==> src/rtl/connect4_pkg.sv <==
// Shared board geometry, cell encoding and FSM states for the drop controller.
// Imported by piece_drop_ctrl and drop_step_timer.
package connect4_pkg;

  localparam int BOARD_ROWS   = 6;
  localparam int BOARD_COLS   = 7;
  localparam int PIX_ROW_BASE = 10;
  localparam int PIX_COL_MSB  = 15;

  typedef enum logic [1:0] {
    EMPTY = 2'd0,
    RED   = 2'd1,
    GRN   = 2'd2
  } cell_t;

  typedef enum logic [1:0] {
    IDLE = 2'd0,
    FALL = 2'd1,
    LAND = 2'd2
  } state_t;

  function automatic cell_t player_cell(input logic p);
    return p ? GRN : RED;
  endfunction

endpackage

==> src/rtl/drop_step_timer.sv <==
// Fall-step counter: counts 0..STEP_CYCLES-1 while enabled, wraps on terminal.
// Ports: CLK, RST (sync, high), clear, enable -> terminal (one-cycle pulse).
module drop_step_timer
  import connect4_pkg::*;
#(
  parameter int STEP_CYCLES = 2500000
) (
  input  logic CLK,
  input  logic RST,
  input  logic clear,
  input  logic enable,
  output logic terminal
);

  localparam int CW = (STEP_CYCLES > 2) ? $clog2(STEP_CYCLES) : 1;
  localparam logic [CW-1:0] LAST = CW'(STEP_CYCLES - 1);

  logic [CW-1:0] cnt;

  assign terminal = enable && (cnt == LAST);

  always_ff @(posedge CLK) begin
    if (RST || clear) begin
      cnt <= '0;
    end else if (enable) begin
      cnt <= terminal ? '0 : cnt + 1'b1;
    end
  end

endmodule

==> src/rtl/piece_drop_ctrl.sv <==
// Connect-4 piece drop controller: accepts moves, animates the fall, commits cells.
// Ports: CLK, RST, move_valid/col/player/ready/reject, drop_done, col_full, Red/GrnPixels.
module piece_drop_ctrl
  import connect4_pkg::*;
#(
  parameter int STEP_CYCLES = 2500000
) (
  input  logic              CLK,
  input  logic              RST,
  input  logic              move_valid,
  input  logic [2:0]        move_col,
  input  logic              move_player,
  output logic              move_ready,
  output logic              move_reject,
  output logic              drop_done,
  output logic [6:0]        col_full,
  output logic [15:0][15:0] RedPixels,
  output logic [15:0][15:0] GrnPixels
);

  state_t state, state_d;

  cell_t      board  [BOARD_ROWS][BOARD_COLS];
  logic [2:0] height [BOARD_COLS];

  logic [2:0] col_q, col_d;
  logic [2:0] tgt_q, tgt_d;
  logic [2:0] cur_q, cur_d;
  logic       ply_q, ply_d;
  logic       reject_q, reject_d;

  logic       wr_en;
  logic       tmr_clr;
  logic       tmr_en;
  logic       step;
  logic [2:0] sel_h;
  logic       legal;

  logic [15:0][15:0] red_d;
  logic [15:0][15:0] grn_d;

  drop_step_timer #(
    .STEP_CYCLES(STEP_CYCLES)
  ) u_timer (
    .CLK     (CLK),
    .RST     (RST),
    .clear   (tmr_clr),
    .enable  (tmr_en),
    .terminal(step)
  );

  assign tmr_en      = (state == FALL);
  assign move_ready  = (state == IDLE) && !RST;
  assign drop_done   = (state == LAND) && !RST;
  assign move_reject = reject_q;

  always_comb begin
    for (int c = 0; c < BOARD_COLS; c++) begin
      col_full[c] = (height[c] == 3'(BOARD_ROWS));
    end
  end

  // Column 7 never matches, so it falls through with sel_h = 0.
  always_comb begin
    sel_h = '0;
    for (int c = 0; c < BOARD_COLS; c++) begin
      if (move_col == 3'(c)) sel_h = height[c];
    end
  end

  assign legal = (move_col != 3'd7) && (sel_h != 3'(BOARD_ROWS));

  always_comb begin
    state_d  = state;
    col_d    = col_q;
    tgt_d    = tgt_q;
    cur_d    = cur_q;
    ply_d    = ply_q;
    reject_d = 1'b0;
    wr_en    = 1'b0;
    tmr_clr  = 1'b0;
    unique case (state)
      IDLE: begin
        if (move_valid) begin
          if (!legal) begin
            reject_d = 1'b1;
          end else begin
            col_d   = move_col;
            ply_d   = move_player;
            tgt_d   = 3'(BOARD_ROWS - 1) - sel_h;
            cur_d   = '0;
            tmr_clr = 1'b1;
            state_d = FALL;
          end
        end
      end
      FALL: begin
        if (step) begin
          if (cur_q == tgt_q) begin
            state_d = LAND;
          end else begin
            cur_d = cur_q + 3'd1;
          end
        end
      end
      LAND: begin
        wr_en   = 1'b1;
        state_d = IDLE;
      end
      default: begin
        state_d = IDLE;
      end
    endcase
  end

  // Pixels are built from next-cycle values so the registered
  // image matches the board/piece of the cycle it is shown in.
  always_comb begin
    cell_t v;
    v     = EMPTY;
    red_d = '0;
    grn_d = '0;
    for (int r = 0; r < BOARD_ROWS; r++) begin
      for (int c = 0; c < BOARD_COLS; c++) begin
        v = board[r][c];
        if (wr_en && tgt_q == 3'(r) && col_q == 3'(c)) begin
          v = player_cell(ply_q);
        end
        if (v == RED) red_d[PIX_ROW_BASE+r][PIX_COL_MSB-c] = 1'b1;
        if (v == GRN) grn_d[PIX_ROW_BASE+r][PIX_COL_MSB-c] = 1'b1;
      end
    end
    if (state_d == FALL || state_d == LAND) begin
      for (int r = 0; r < BOARD_ROWS; r++) begin
        for (int c = 0; c < BOARD_COLS; c++) begin
          if (cur_d == 3'(r) && col_d == 3'(c)) begin
            if (ply_d) grn_d[PIX_ROW_BASE+r][PIX_COL_MSB-c] = 1'b1;
            else       red_d[PIX_ROW_BASE+r][PIX_COL_MSB-c] = 1'b1;
          end
        end
      end
    end
  end

  always_ff @(posedge CLK) begin
    if (RST) begin
      state     <= IDLE;
      col_q     <= '0;
      tgt_q     <= '0;
      cur_q     <= '0;
      ply_q     <= 1'b0;
      reject_q  <= 1'b0;
      RedPixels <= '0;
      GrnPixels <= '0;
      for (int r = 0; r < BOARD_ROWS; r++) begin
        for (int c = 0; c < BOARD_COLS; c++) begin
          board[r][c] <= EMPTY;
        end
      end
      for (int c = 0; c < BOARD_COLS; c++) begin
        height[c] <= '0;
      end
    end else begin
      state     <= state_d;
      col_q     <= col_d;
      tgt_q     <= tgt_d;
      cur_q     <= cur_d;
      ply_q     <= ply_d;
      reject_q  <= reject_d;
      RedPixels <= red_d;
      GrnPixels <= grn_d;
      if (wr_en) begin
        for (int c = 0; c < BOARD_COLS; c++) begin
          if (col_q == 3'(c)) begin
            height[c] <= height[c] + 3'd1;
            for (int r = 0; r < BOARD_ROWS; r++) begin
              if (tgt_q == 3'(r)) board[r][c] <= player_cell(ply_q);
            end
          end
        end
      end
    end
  end

endmodule
==> config.mk <==
export PLATFORM = sky130hd
export DESIGN_NAME = piece_drop_ctrl
export DESIGN_NICKNAME = d
export VERILOG_FILES = /design/src/rtl/connect4_pkg.sv /design/src/rtl/drop_step_timer.sv /design/src/rtl/piece_drop_ctrl.sv
export SDC_FILE = /design/constraint.sdc
export NUM_CORES = 1
export LEC_CHECK = 0
export CORE_AREA = 3 3 203 205
export DETAILED_ROUTE_END_ITERATION = 16
export DIE_AREA = 0 0 206 208
export GPL_TIMING_DRIVEN = 0
export PLACE_DENSITY = 0.7
export SETUP_SLACK_MARGIN = 0.1
export SYNTH_ARGS = -nofsm -noshare
export SYNTH_HDL_FRONTEND = slang
export SYNTH_SLANG_ARGS = --single-unit
==> constraint.sdc <==
create_clock -name CLK -period 4 [get_ports CLK]
set_input_delay 0.6 -clock CLK [delete_from_list [all_inputs] [get_ports CLK]]
set_output_delay 0.6 -clock CLK [all_outputs]
set_load 0.05 [all_outputs]
Word level (Yosys, flattened, before mapping)
Memories as Yosys holds them, arrays and structs flattened.
Index checks and enable logic that the tools add are counted.
- add/subtract/negate cells: 10
- equal/unequal tests: 127
- mux-type cells: 589
- bitwise logic cells: 51
- reductions and logical operators: 105
- operators with widths (kind ; number):
    1-bit two-way mux ; 464
    2-bit two-way mux ; 89
    1-bit logical AND ; 94
    2-bit by 1-bit equality test with 1-bit output (second input constant) ; 44
    2-bit equality test (second input constant) ; 44
    7-bit two-way mux ; 12
    3-bit two-way mux ; 21
    3-bit equality test (second input constant) ; 20
    1-bit bitwise OR ; 49
    3-bit by 2-bit equality test with 1-bit output (second input constant) ; 10
    3-bit by 1-bit adder with 3-bit output (second input constant) ; 8
    22-bit by 1-bit adder with 22-bit output (second input constant) ; 1
    22-bit equality test (second input constant) ; 1
    22-bit two-way mux ; 1
    3-bit by 1-bit equality test with 1-bit output (second input constant) ; 5
    3-bit logical NOT ; 5
    3-bit != test (second input constant) ; 2
    3-bit case mux with 2 select lines ; 1
    2-bit case mux with 2 select lines ; 1
    3-bit equality test ; 1
    3-bit AND reduction ; 1
    3-bit OR reduction ; 1
    3-bit subtractor (first input constant) ; 1
    2-bit logical NOT ; 1
    other kinds (3) ; 5
- register bits: 547
- RAM bits: 105
- output and inout port bits: 522
- word-level logic and storage cells: 935
- memories: 2
- memory list (memory ; words ; width ; read ports ; clocked after memory_dff ; write ports ; line ; RTL):
    board ; 6 ; 14 ; 6 ; 0 ; 6 ; piece_drop_ctrl.sv:23 ; cell_t board [BOARD_ROWS][BOARD_COLS];
    height ; 7 ; 3 ; 7 ; 0 ; 7 ; piece_drop_ctrl.sv:24 ; logic [2:0] height [BOARD_COLS];

Logic depth before layout (Yosys ltp)
Gate-level depths: netlist of the first run.
- depth after elaboration: 17
- mapped depth: 11
- gate-level depth less buffers: 7

Cells and area by module
From an unflattened synthesis of the first run, not the netlist that was laid out.
- cells, all modules: 1502
- area total of the unflattened synthesis: 13680.6 µm²
- by module, submodules not included (module ; times used ; cells each ; area an instance (µm²) ; seq. area each (µm²)):
    piece_drop_ctrl ; 1 ; 1374 ; 12557.0 ; 5094.9
    drop_step_timer ; 1 ; 128 ; 1123.6 ; 440.4

Worst setup path after synthesis of the first run
No wires, ideal clock.
- path kind: input -> register
- start point: input port move_col[1]
- end point: register GrnPixels[202] (netlist bit)
- data arrival time: 2.983 ns
- data required time: 3.864 ns
- slack: 0.880 ns
- stages: 10
- buffers on the path: 4
- cells stage by stage: buf_2 mux2_1 a22o_1 a21o_1 clkbuf_1 a21o_1 buf_2 a31oi_1 clkbuf_1 o41ai_1
- longest elaborated chain between the ends: 17
- elaborated cells on any way between the ends: 38
- ends and longest elaborated chain (element ; line ; RTL):
    start: declaration ; piece_drop_ctrl.sv:11 ; input logic [2:0] move_col,
    3-bit logical NOT ; piece_drop_ctrl.sv:67 ; if (move_col == 3'(c)) sel_h = height[c];
    3-bit two-way mux (7 in a row) ; piece_drop_ctrl.sv:67 ;
    3-bit != test ; piece_drop_ctrl.sv:71 ; assign legal = (move_col != 3'd7) && (sel_h != 3'(BOARD_ROWS));
    1-bit logical AND ; piece_drop_ctrl.sv:71 ;
    3-bit two-way mux ; piece_drop_ctrl.sv:85 ; if (!legal) begin
    3-bit two-way mux ; piece_drop_ctrl.sv:84 ; if (move_valid) begin
    3-bit case mux with 2 select lines or 3-bit two-way mux (tied branches) ; piece_drop_ctrl.sv:82 ; unique case (state)
    3-bit by 2-bit equality test with 1-bit output or 3-bit equality test (tied branches) ; piece_drop_ctrl.sv:136 ; if (cur_d == 3'(r) && col_d == 3'(c)) begin
    1-bit logical AND ; piece_drop_ctrl.sv:136 ;
    1-bit two-way mux ; piece_drop_ctrl.sv:136 ;
    7-bit two-way mux * ; piece_drop_ctrl.sv:133 ; if (state_d == FALL || state_d == LAND) begin
    end signal: assignment ; piece_drop_ctrl.sv:171 ; GrnPixels <= grn_d;
    end: declaration ; piece_drop_ctrl.sv:18 ; output logic [15:0][15:0] GrnPixels
Mark *: on every way between the ends. The rest lies on a longest branch, timed or not.
A chain may end at the register's enable or synchronous reset.

Final worst setup path of the first run
- start point: register u_timer.cnt[0]
- end point: register RedPixels[187] (netlist bit)
- longest elaborated chain between the ends: 8
- elaborated cells on any way between the ends: 13
- ends and longest elaborated chain (element ; line ; RTL):
    start: declaration ; drop_step_timer.sv:18 ; logic [CW-1:0] cnt;
    start signal: assignment ; drop_step_timer.sv:26 ; cnt <= terminal ? '0 : cnt + 1'b1;
    22-bit equality test * ; drop_step_timer.sv:20 ; assign terminal = enable && (cnt == LAST);
    1-bit logical AND * ; drop_step_timer.sv:20 ;
    3-bit two-way mux ; piece_drop_ctrl.sv:98 ; if (step) begin
    3-bit case mux with 2 select lines ; piece_drop_ctrl.sv:82 ;
    3-bit by 1-bit equality test with 1-bit output ; piece_drop_ctrl.sv:136 ;
    1-bit logical AND ; piece_drop_ctrl.sv:136 ;
    1-bit two-way mux ; piece_drop_ctrl.sv:136 ;
    7-bit two-way mux * ; piece_drop_ctrl.sv:133 ;
    end signal: assignment ; piece_drop_ctrl.sv:170 ; RedPixels <= red_d;
    end: declaration ; piece_drop_ctrl.sv:17 ; output logic [15:0][15:0] RedPixels,
Marks and branches as above.

==> flow_metrics.env, run 1 <==
export IMPL_outcome="complete, no violations"
export IMPL_drt_wirelength_per_cell_um=16.6
export IMPL_synthCells=1594
export IMPL_stdcell_count=2689
export IMPL_antenna_found_initial=0
export IMPL_rows=73
export IMPL_core_area_um2=39600
export IMPL_dp_slack_ns=-0.0954
export IMPL_dp_hpwl_mm=33.6
export IMPL_finalClockSkew_ns=0.0333
export IMPL_ant_nets=0
export IMPL_nets=2168
export IMPL_cp_arrival_ns=4.22
export IMPL_cts_buffer_depth=3
export IMPL_grt_pass1_vias=11400
export IMPL_synth_warnings=0
export IMPL_synth_edf_count=105
export IMPL_cts_hold_buf=0
export IMPL_dp_cells=2642
export IMPL_cts_tree="done"
export IMPL_fp_dieH_um=208
export IMPL_first_iter_violations=1182
export IMPL_synth_cell_types=65
export IMPL_timing_hold_ws_ns=0.499
export IMPL_hold_viol_final=0
export IMPL_num_vias=12300
export IMPL_wl_mm=44.6
export IMPL_min_path_type="reg -> reg"
export IMPL_fin_area_um2=18400
export IMPL_power_density_nw_per_um2=367
export IMPL_gr_total_overflow=0
export IMPL_setup_violations_final=0
export IMPL_grt_pass1_wl_mm=66.1
export IMPL_ios=529
export IMPL_maxCapViolations=0
export IMPL_worstSetupEndpointType="register"
export IMPL_required_ns=4.37
export IMPL_layout_setup_ws_ns=0.142
export IMPL_initial_utilization_pct=36.0
export IMPL_worst_skew_pair_late_latency_ns=0.56
export IMPL_synth_area_top_cells="buf_4 (23%), edfxtp_1 (22%), dfxtp_1 (17%)"
export IMPL_synth_top_cell_by_area="buf_4"
export IMPL_synth_seq_area_share_pct=38.8
export IMPL_synthArstFlopShare_pct=0
export IMPL_ys_ff_latch=224
export IMPL_fmax_mhz=259
export IMPL_drv_slew=0
export IMPL_synth_commonest_cells="buf_4 (429), nor2_1 (195), dfxtp_1 (119)"
export IMPL_tightest_slew_ns=1.32
export IMPL_synthesis_area_um2=14300
export IMPL_grt_setup_unrepaired="yes"
export IMPL_die_w_um=206
export IMPL_clk_pin_slew_ns=0.06
export IMPL_grt_util_all_layers_pct=19.7
export IMPL_grt_max_degree=15
export IMPL_first_pass_iters=6
export IMPL_place_area_um2=17500
export IMPL_cts_max_level=1
export IMPL_dieArea_um2=42800
export IMPL_peakVddDrop_uv=293
export IMPL_vias_per_cell=4.57
export IMPL_place_gp_congestion=0.952
export IMPL_synth_avg_cell_area_um2=8.95
export IMPL_p_leak_uw=0.00875
export IMPL_clock_sinks=224
export IMPL_synth_most_common_cell="buf_4"
export IMPL_drc=0
export IMPL_area_growth_pct=28.8
export IMPL_cts_inserted_buffers=26
export IMPL_cp_max_fo=10
export IMPL_drive_above_1_share_pct=24.1
export IMPL_maxSlewHeadroom_pct=11.3
export IMPL_root_buffer="clkbuf_16"
export IMPL_start_kind="register"
export IMPL_synth_top_area_share_pct=22.6
export IMPL_antenna_cells=0
export IMPL_period_share_pct=96.4
export IMPL_layout_min_cycle_time_ns=3.86
export IMPL_portBuffers=96
export IMPL_critical_path_class="reg -> reg"
export IMPL_synthFlopType="dfxtp_1"
-- placed cells by master, fill, tap and decap left out, types with 12 or more instances in the layout --
| cell type | instances |
|---|---|
| o21ai_0 | 80 |
| clkbuf_16 | 27 |
| nor3b_1 | 22 |
| nand2_1 | 112 |
| dfxtp_1 | 119 |
| and3b_1 | 40 |
| clkbuf_1 | 80 |
| nor2_1 | 195 |
| ha_1 | 16 |
| and2_1 | 17 |
| xnor2_1 | 19 |
| o32ai_1 | 12 |
| o41ai_1 | 46 |
| inv_1 | 28 |
| nand3_1 | 21 |
| nor3_1 | 24 |
| buf_4 | 429 |
| and3_1 | 37 |
| clkdlybuf4s50_1 | 96 |
| conb_1 | 428 |
| o41ai_2 | 21 |
| edfxtp_1 | 105 |
| a21oi_1 | 13 |
| xor2_1 | 12 |
-- registers in the layout, indices dropped and copies added (netlist names) --
register	flops
ply_q	1
u_timer.cnt	22
board	84
move_reject	1
RedPixels	42
col_q	3
height	21
tgt_q	3
state	2
cur_q	3
GrnPixels	42
-- path summary, 6_finish.rpt --
| check | to | start | slack, ns | cells past startpoint |
|---|---|---|---|---|
| min | u_timer.cnt[1] | u_timer.cnt[1] | 0.50 | 2 |
| max reg2reg | RedPixels[187] | u_timer.cnt[0] | 0.14 | 9 |
| min reg2reg | u_timer.cnt[1] | u_timer.cnt[1] | 0.50 | 2 |
| max | RedPixels[187] | u_timer.cnt[0] | 0.14 | 9 |
-- cells by family after synthesis --
group,synth area share [%]
AO/OA/AOI/OAI,12.6
XOR/XNOR,1.90
adder cells (fa/ha/maj),1.40
buffers and inverters,26.1
flip-flops,38.8
multiplexers,1.18
other,0.0263
AND/OR/NAND/NOR,18.1
-- power by group --
part	internal (uW)	switching, uW
Combinational	458	1450
Sequential	2470	38.5
Clock	1340	993
-- cell type report --
cell class	instances	area (um2)
Fill cell	3834	21300
Multi-Input combinational cell	1244	6670
Sequential cell	224	5540
Buffer	525	3620
Timing Repair Buffer	96	961
Clock buffer	34	722
Tap cell	525	657
Clock inverter	13	108
Inverter	28	105
-- timing repair --
| action | CTS | global route |
|---|---|---|
| gates resized for setup | 0 | 9 |
| endpoints found under the setup margin | 0 | 13 |
| setup buffers | 0 | 0 |
-- worst max-delay path: stages (launching register included) --
cell and delay [ns]:
dfxtp_1 0.40, ha_1 0.21, nand3b_1 0.16, or4_4 0.59, or4b_1 0.54, and2_1 0.19
buf_6 0.12, o22ai_2 0.56, clkbuf_1 0.59, o32ai_1 0.30
-- layer usage --
layer  routed length, um  GRT usage (%)  vias to the layer above
li1                    -              -                     5759
met1               16200           23.5                     5616
met2               21600           33.3                      779
met3                4710           4.93                      142
met4                2150           8.73                        0
met5                   0              0                        -
-- stage by stage --
step	power [uW]	util (%)	TNS, ns
2_1_floorplan	4150	-	0
3_3_place_gp	4390	44.1	-0.167
3_5_place_dp	4410	44.1	-0.560
4_1_cts	6720	46.2	0
5_1_grt	6960	46.3	0
6_report	6750	46.3	0
No activity file was read; power rests on OpenSTA's default activity.
==> run 2, diff against run 1 <==
==> constraint.sdc (replaced) <==
create_clock -name CLK -period 3.6 [get_ports CLK]
set_input_delay 0.54 -clock CLK [delete_from_list [all_inputs] [get_ports CLK]]
set_output_delay 0.54 -clock CLK [all_outputs]
set_load 0.05 [all_outputs]
==> run 2 against run 1 <==
Against the previous run:
- the run now ends with setup timing left
- register-to-register slack lost 0.08 ns
- non-clock buffer count grew 3
- global-route usage grew 0.059 points
- largest power group unchanged
- highest routed layer unchanged
==> flow_metrics.env, run 2 (synthesis results as in run 1) <==
export IMPL_initial_utilization_pct=36.0
export IMPL_clock_sinks=224
export IMPL_dieArea_um2=42800
export IMPL_portBuffers=96
export IMPL_tns_ns=-0.0929
export IMPL_layout_setup_ws_ns=-0.0929
export IMPL_final_cell_mix="buf_4 (435), conb_1 (428), nor2_1 (195)"
export IMPL_critical_path_class="in -> out"
export IMPL_whs_endpoint="u_timer.cnt[0]"
export IMPL_outcome="complete, but fails checks"
export IMPL_maxSlewHeadroom_pct=36.9
export IMPL_cp_max_fo=10
export IMPL_gr_total_overflow=0
export IMPL_cp_arrival_ns=3.15
export IMPL_worstSetupEndpointType="output pin"
export IMPL_worst_skew_pair_late_latency_ns=0.56
export IMPL_failed_checks="setup timing"
export IMPL_cts_inserted_buffers=26
export IMPL_cts_max_level=1
export IMPL_grt_util_all_layers_pct=19.7
export IMPL_drt_wirelength_per_cell_um=16.7
export IMPL_min_path_type="reg -> reg"
export IMPL_cts_tree="done"
export IMPL_largest_register="board"
export IMPL_power_switching_uw=2780
export IMPL_nets=2171
export IMPL_drv_slew=0
export IMPL_hold_start="u_timer.cnt[0]"
export IMPL_power_density_nw_per_um2=401
export IMPL_fmax_mhz=271
export IMPL_cp_top_family="buffers and inverters"
export IMPL_cts_hold_buf=0
export IMPL_period_share_pct=103
export IMPL_required_ns=3.06
export IMPL_ant_nets=0
export IMPL_seqPwrFrac_pct=37.0
export IMPL_layout_min_cycle_time_ns=3.69
export IMPL_grt_setup_unrepaired="yes"
export IMPL_p_leak_uw=0.00909
export IMPL_first_iter_violations=1141
export IMPL_area_growth_pct=31.5
export IMPL_slowest_stage="clkbuf_1"
export IMPL_crit_buf_inv=4
export IMPL_drive_above_1_share_pct=26.3
export IMPL_first_pass_iters=6
export IMPL_cts_buffer_depth=3
export IMPL_peakVddDrop_uv=325
export IMPL_antenna_found_initial=1
export IMPL_largest_reg_flops=84
export IMPL_timing_hold_ws_ns=0.495
export IMPL_dp_hpwl_mm=33.6
export IMPL_grt_pass1_wl_mm=66.3
export IMPL_crit_top_cell="clkbuf_1"
export IMPL_root_buffer="clkbuf_16"
export IMPL_hold_viol_final=0
export IMPL_dp_cells=2642
export IMPL_r2r_end="GrnPixels[255]"
export IMPL_reg_top3="board: 84 flops, GrnPixels: 42 flops, RedPixels: 42 flops"
export IMPL_maxCapViolations=0
export IMPL_wl_mm=44.9
export IMPL_start_kind="input pin"
export IMPL_layout_commonest_cell="buf_4"
export IMPL_rr_startpoint="u_timer.cnt[1]"
export IMPL_r2r_cells=10
export IMPL_clk_pin_slew_ns=0.07
export IMPL_crit_chain="clkbuf_1, clkbuf_1, clkbuf_1, nor3_1, clkdlybuf4s50_1"
export IMPL_hold_depth=2
export IMPL_grt_pass1_vias=11400
export IMPL_grt_max_degree=15
export IMPL_num_vias=12400
export IMPL_finalClockSkew_ns=0.0328
export IMPL_cpPeakStageDelay_ns=0.78
export IMPL_swShare_pct=36.9
export IMPL_place_gp_congestion=0.952
export IMPL_p_int_uw=4750
export IMPL_r2r_slack_ns=0.06
export IMPL_vias_per_cell=4.59
export IMPL_ios=529
export IMPL_drc=0
export IMPL_rows=73
export IMPL_die_w_um=206
export IMPL_fp_dieH_um=208
export IMPL_core_area_um2=39600
export IMPL_stdcell_count=2693
export IMPL_tightest_slew_ns=0.946
export IMPL_clkPwrFrac_pct=34.3
export IMPL_setup_violations_final=1
export IMPL_combPwrFrac_pct=28.6
==> run 2: layout make-up <==
| class | instances | area [um2] |
|---|---|---|
| Sequential cell | 224 | 5540 |
| Antenna cell | 1 | 2.50 |
| Buffer | 525 | 3660 |
| Inverter | 28 | 105 |
| Clock inverter | 13 | 108 |
| Clock buffer | 34 | 722 |
| Timing Repair Buffer | 99 | 982 |
| Multi-Input combinational cell | 1244 | 6990 |
| Fill cell | 3798 | 20900 |
| Tap cell | 525 | 657 |
==> run 2: power by group through the flow <==
stage	Clock, uW	Sequential, uW	Combinational [uW]
after floorplan	0	2940	1680
after global placement	0	2830	2050
after detailed placement	0	2840	2060
after CTS	2620	2790	2070
after global routing	2740	2800	2240
final	2590	2790	2160
==> run 2: routing by layer <==
layer	share of wire, %	global-route usage, %	vias up
met3	11	4.94	158
met5	0	0	-
li1	-	-	5758
met1	35	23.5	5608
met4	4.8	8.92	0
met2	49	33.4	828
==> run 2: worst register-to-register path, stage by stage (launching register included) <==
cell,delay (ns)
dfxtp_1,0.37
ha_1,0.20
nand3b_1,0.16
or4_4,0.61
or4b_1,0.55
and2_1,0.19
buf_6,0.13
or3b_1,0.41
buf_2,0.19
buf_6,0.16
o41ai_2,0.40
==> run 2: how the worst max path moves through the flow <==
stage	start	end	slack, ns	depth (start not counted)
floorplan	move_col[1]	GrnPixels[202]	0.54	10
global placement	move_col[1]	GrnPixels[204]	-0.39	9
detailed placement	move_col[1]	RedPixels[236]	-0.44	9
CTS	u_timer.cnt[0]	GrnPixels[254]	0.03	10
global route	u_timer.cnt[1]	GrnPixels[254]	-0.04	10
finish	RST	move_ready	-0.09	5
==> run 2: metrics by stage <==
stage | power [uW] | instance area, um2 | setup slack [ns] | util (%)
3_3_place_gp | 4880 | 17500 | -0.390 | 44.1
4_1_cts | 7480 | 18400 | 0.0332 | 46.5
3_5_place_dp | 4900 | 17500 | -0.435 | 44.1
6_report | 7530 | 18800 | -0.0929 | 47.3
2_1_floorplan | 4620 | 15900 | 0.540 | -
5_1_grt | 7770 | 18800 | -0.0449 | 47.3
==> run 2: what timing repair did <==
action	4_1_cts	5_1_grt
endpoints found under the hold margin	0	0
pin swaps	2	1
buffers inserted	2	1
resized for setup	20	82
endpoints found under the setup margin	56	79
==> run 3, diff against run 2 <==
==> constraint.sdc (replaced) <==
create_clock -name CLK -period 3.6 [get_ports CLK]
set_input_delay 0.54 -clock CLK [delete_from_list [all_inputs] [get_ports CLK]]
set_output_delay 0.54 -clock CLK [all_outputs]
set_load 0.1 [all_outputs]
==> run 3 against run 2 <==
Against the previous run:
- the flow now finishes without violations
- clock power increased by 4%
- via count increased by 0.37%
- global-route usage about the same
- cell count hardly changed
- maximum frequency is 4.3% higher
- critical path type is now reg -> reg
- critical endpoint is now GrnPixels[169]
- largest cell class unchanged
- highest routed layer is now met5
==> flow_metrics.env, run 3 (synthesis results as in run 1) <==
export IMPL_drc=0
export IMPL_hold_viol_final=0
export IMPL_area_growth_pct=32.3
export IMPL_stdcell_count=2695
export IMPL_fill_cells=3752
export IMPL_tns_ns=0
export IMPL_cts_tree="done"
export IMPL_place_gp_congestion=0.953
export IMPL_grt_setup_unrepaired="yes"
export IMPL_peakVddDrop_uv=296
export IMPL_maxSlewHeadroom_pct=27.2
export IMPL_grt_use_met3_pct=4.96
export IMPL_p_int_uw=4890
export IMPL_fp_dieH_um=208
export IMPL_period_share_pct=98.4
export IMPL_cp_max_fo=10
export IMPL_worst_skew_pair_late_latency_ns=0.55
export IMPL_seqPwrFrac_pct=31.9
export IMPL_first_pass_iters=6
export IMPL_cpPeakStageDelay_ns=0.65
export IMPL_portBuffers=96
export IMPL_drv_slew=0
export IMPL_critical_path_class="reg -> reg"
export IMPL_place_area_um2=17500
export IMPL_min_path_type="reg -> reg"
export IMPL_tightest_slew_ns=1.08
export IMPL_busiest_layer="met2"
export IMPL_largest_register="board"
export IMPL_num_vias=12400
export IMPL_required_ns=3.99
export IMPL_power_density_nw_per_um2=463
export IMPL_start_kind="register"
export IMPL_vias_per_cell=4.60
export IMPL_root_buffer="clkbuf_16"
export IMPL_cts_inserted_buffers=26
export IMPL_finalClockSkew_ns=0.0257
export IMPL_grt_pass1_vias=11400
export IMPL_drive_above_1_share_pct=26.8
export IMPL_timing_hold_ws_ns=0.484
export IMPL_clkPwrFrac_pct=30.9
export IMPL_outcome="complete, no violations"
export IMPL_dp_cells=2642
export IMPL_fmax_mhz=282
export IMPL_grt_util_all_layers_pct=19.7
export IMPL_gr_total_overflow=0
export IMPL_die_w_um=206
export IMPL_layout_commonest_cell="buf_4"
export IMPL_cts_buffer_depth=3
export IMPL_reg_top3="board: 84 flops, GrnPixels: 42 flops, RedPixels: 42 flops"
export IMPL_core_area_um2=39600
export IMPL_swShare_pct=44.1
export IMPL_layout_min_cycle_time_ns=3.54
export IMPL_initial_utilization_pct=36.0
export IMPL_cts_max_level=1
export IMPL_clk_pin_slew_ns=0.06
export IMPL_power_switching_uw=3850
export IMPL_antenna_found_initial=2
export IMPL_first_iter_violations=1231
export IMPL_dp_hpwl_mm=33.9
export IMPL_fin_util_pct=47.6
export IMPL_cp_arrival_ns=3.93
export IMPL_cp_top_family="compound AO/OA/AOI/OAI gates"
export IMPL_largest_reg_flops=84
export IMPL_crit_buf_inv=1
export IMPL_cts_hold_buf=0
export IMPL_rows=73
export IMPL_setup_violations_final=0
export IMPL_drt_wirelength_per_cell_um=16.7
export IMPL_nets=2172
export IMPL_fin_area_um2=18900
export IMPL_p_leak_uw=0.00909
export IMPL_slowest_stage="o21ai_0"
export IMPL_clock_sinks=224
export IMPL_dieArea_um2=42800
export IMPL_combPwrFrac_pct=37.2
export IMPL_wl_mm=45.1
export IMPL_ios=529
export IMPL_crit_chain="mux2_2, a221oi_1, a22oi_1, o21ai_0, o22ai_2, clkbuf_2, o41ai_1"
export IMPL_ant_nets=0
export IMPL_worstSetupEndpointType="register"
export IMPL_grt_pass1_wl_mm=66.3
export IMPL_final_cell_mix="buf_4 (434), conb_1 (428), nor2_1 (195)"
export IMPL_grt_max_degree=14
export IMPL_grt_use_met2_pct=33.9
export IMPL_maxCapViolations=0
export IMPL_met1_usage_pct=23.3
-- run 3: final timing paths --
kind | endpoint | depth (start not counted) | slack [ns] | startpoint
setup / recovery | GrnPixels[169] | 7 | 0.06 | height[6][0]
hold / removal | u_timer.cnt[1] | 2 | 0.48 | u_timer.cnt[1]
setup reg to reg | GrnPixels[169] | 7 | 0.06 | height[6][0]
hold reg to reg | u_timer.cnt[1] | 2 | 0.48 | u_timer.cnt[1]
-- run 3: metrics by stage --
step	setup slack, ns	power (uW)
after floorplan	0.540	5710
final	0.0584	8740
after detailed placement	-0.428	5980
after global placement	-0.446	5970
after global routing	0.0402	8990
after CTS	0.0677	8700
-- run 3: layout make-up --
cell class	count	area, um2	share of cell area, %
multi-input combinational	1244	7040	37.3
sequential	224	5540	29.3
buffer	525	3650	19.3
timing repair buffer	100	995	5.27
clock buffer	39	846	4.48
tap	525	657	3.48
inverter	28	105	0.557
clock inverter	9	56.3	0.298
antenna	1	2.50	0.0133
-- run 3: worst min-delay path: stages (launching register included) --
cell and delay (ns):
dfxtp_2 0.34, nand2_1 0.05, a21oi_1 0.05
-- run 3: timing repair --
item                       in CTS  in global routing
resized for setup              34                 67
buffers inserted                3                  1
setup endpoints to repair      68                 87
pin swaps                       2                  2
-- run 3: layer usage --
layer | vias up | wire, um
met5 | - | 13
met4 | 2 | 1880
met1 | 5664 | 15800
li1 | 5762 | -
met3 | 131 | 5220
met2 | 839 | 22100
-- run 3: power groups by stage --
| stage | clock (uW) | sequential (uW) | combinational (uW) |
|---|---|---|---|
| 3_5_place_dp | 0 | 2840 | 3150 |
| 3_3_place_gp | 0 | 2830 | 3140 |
| 5_1_grt | 2860 | 2790 | 3330 |
| 2_1_floorplan | 0 | 3060 | 2650 |
| 4_1_cts | 2750 | 2780 | 3170 |
| 6_report | 2700 | 2790 | 3250 |
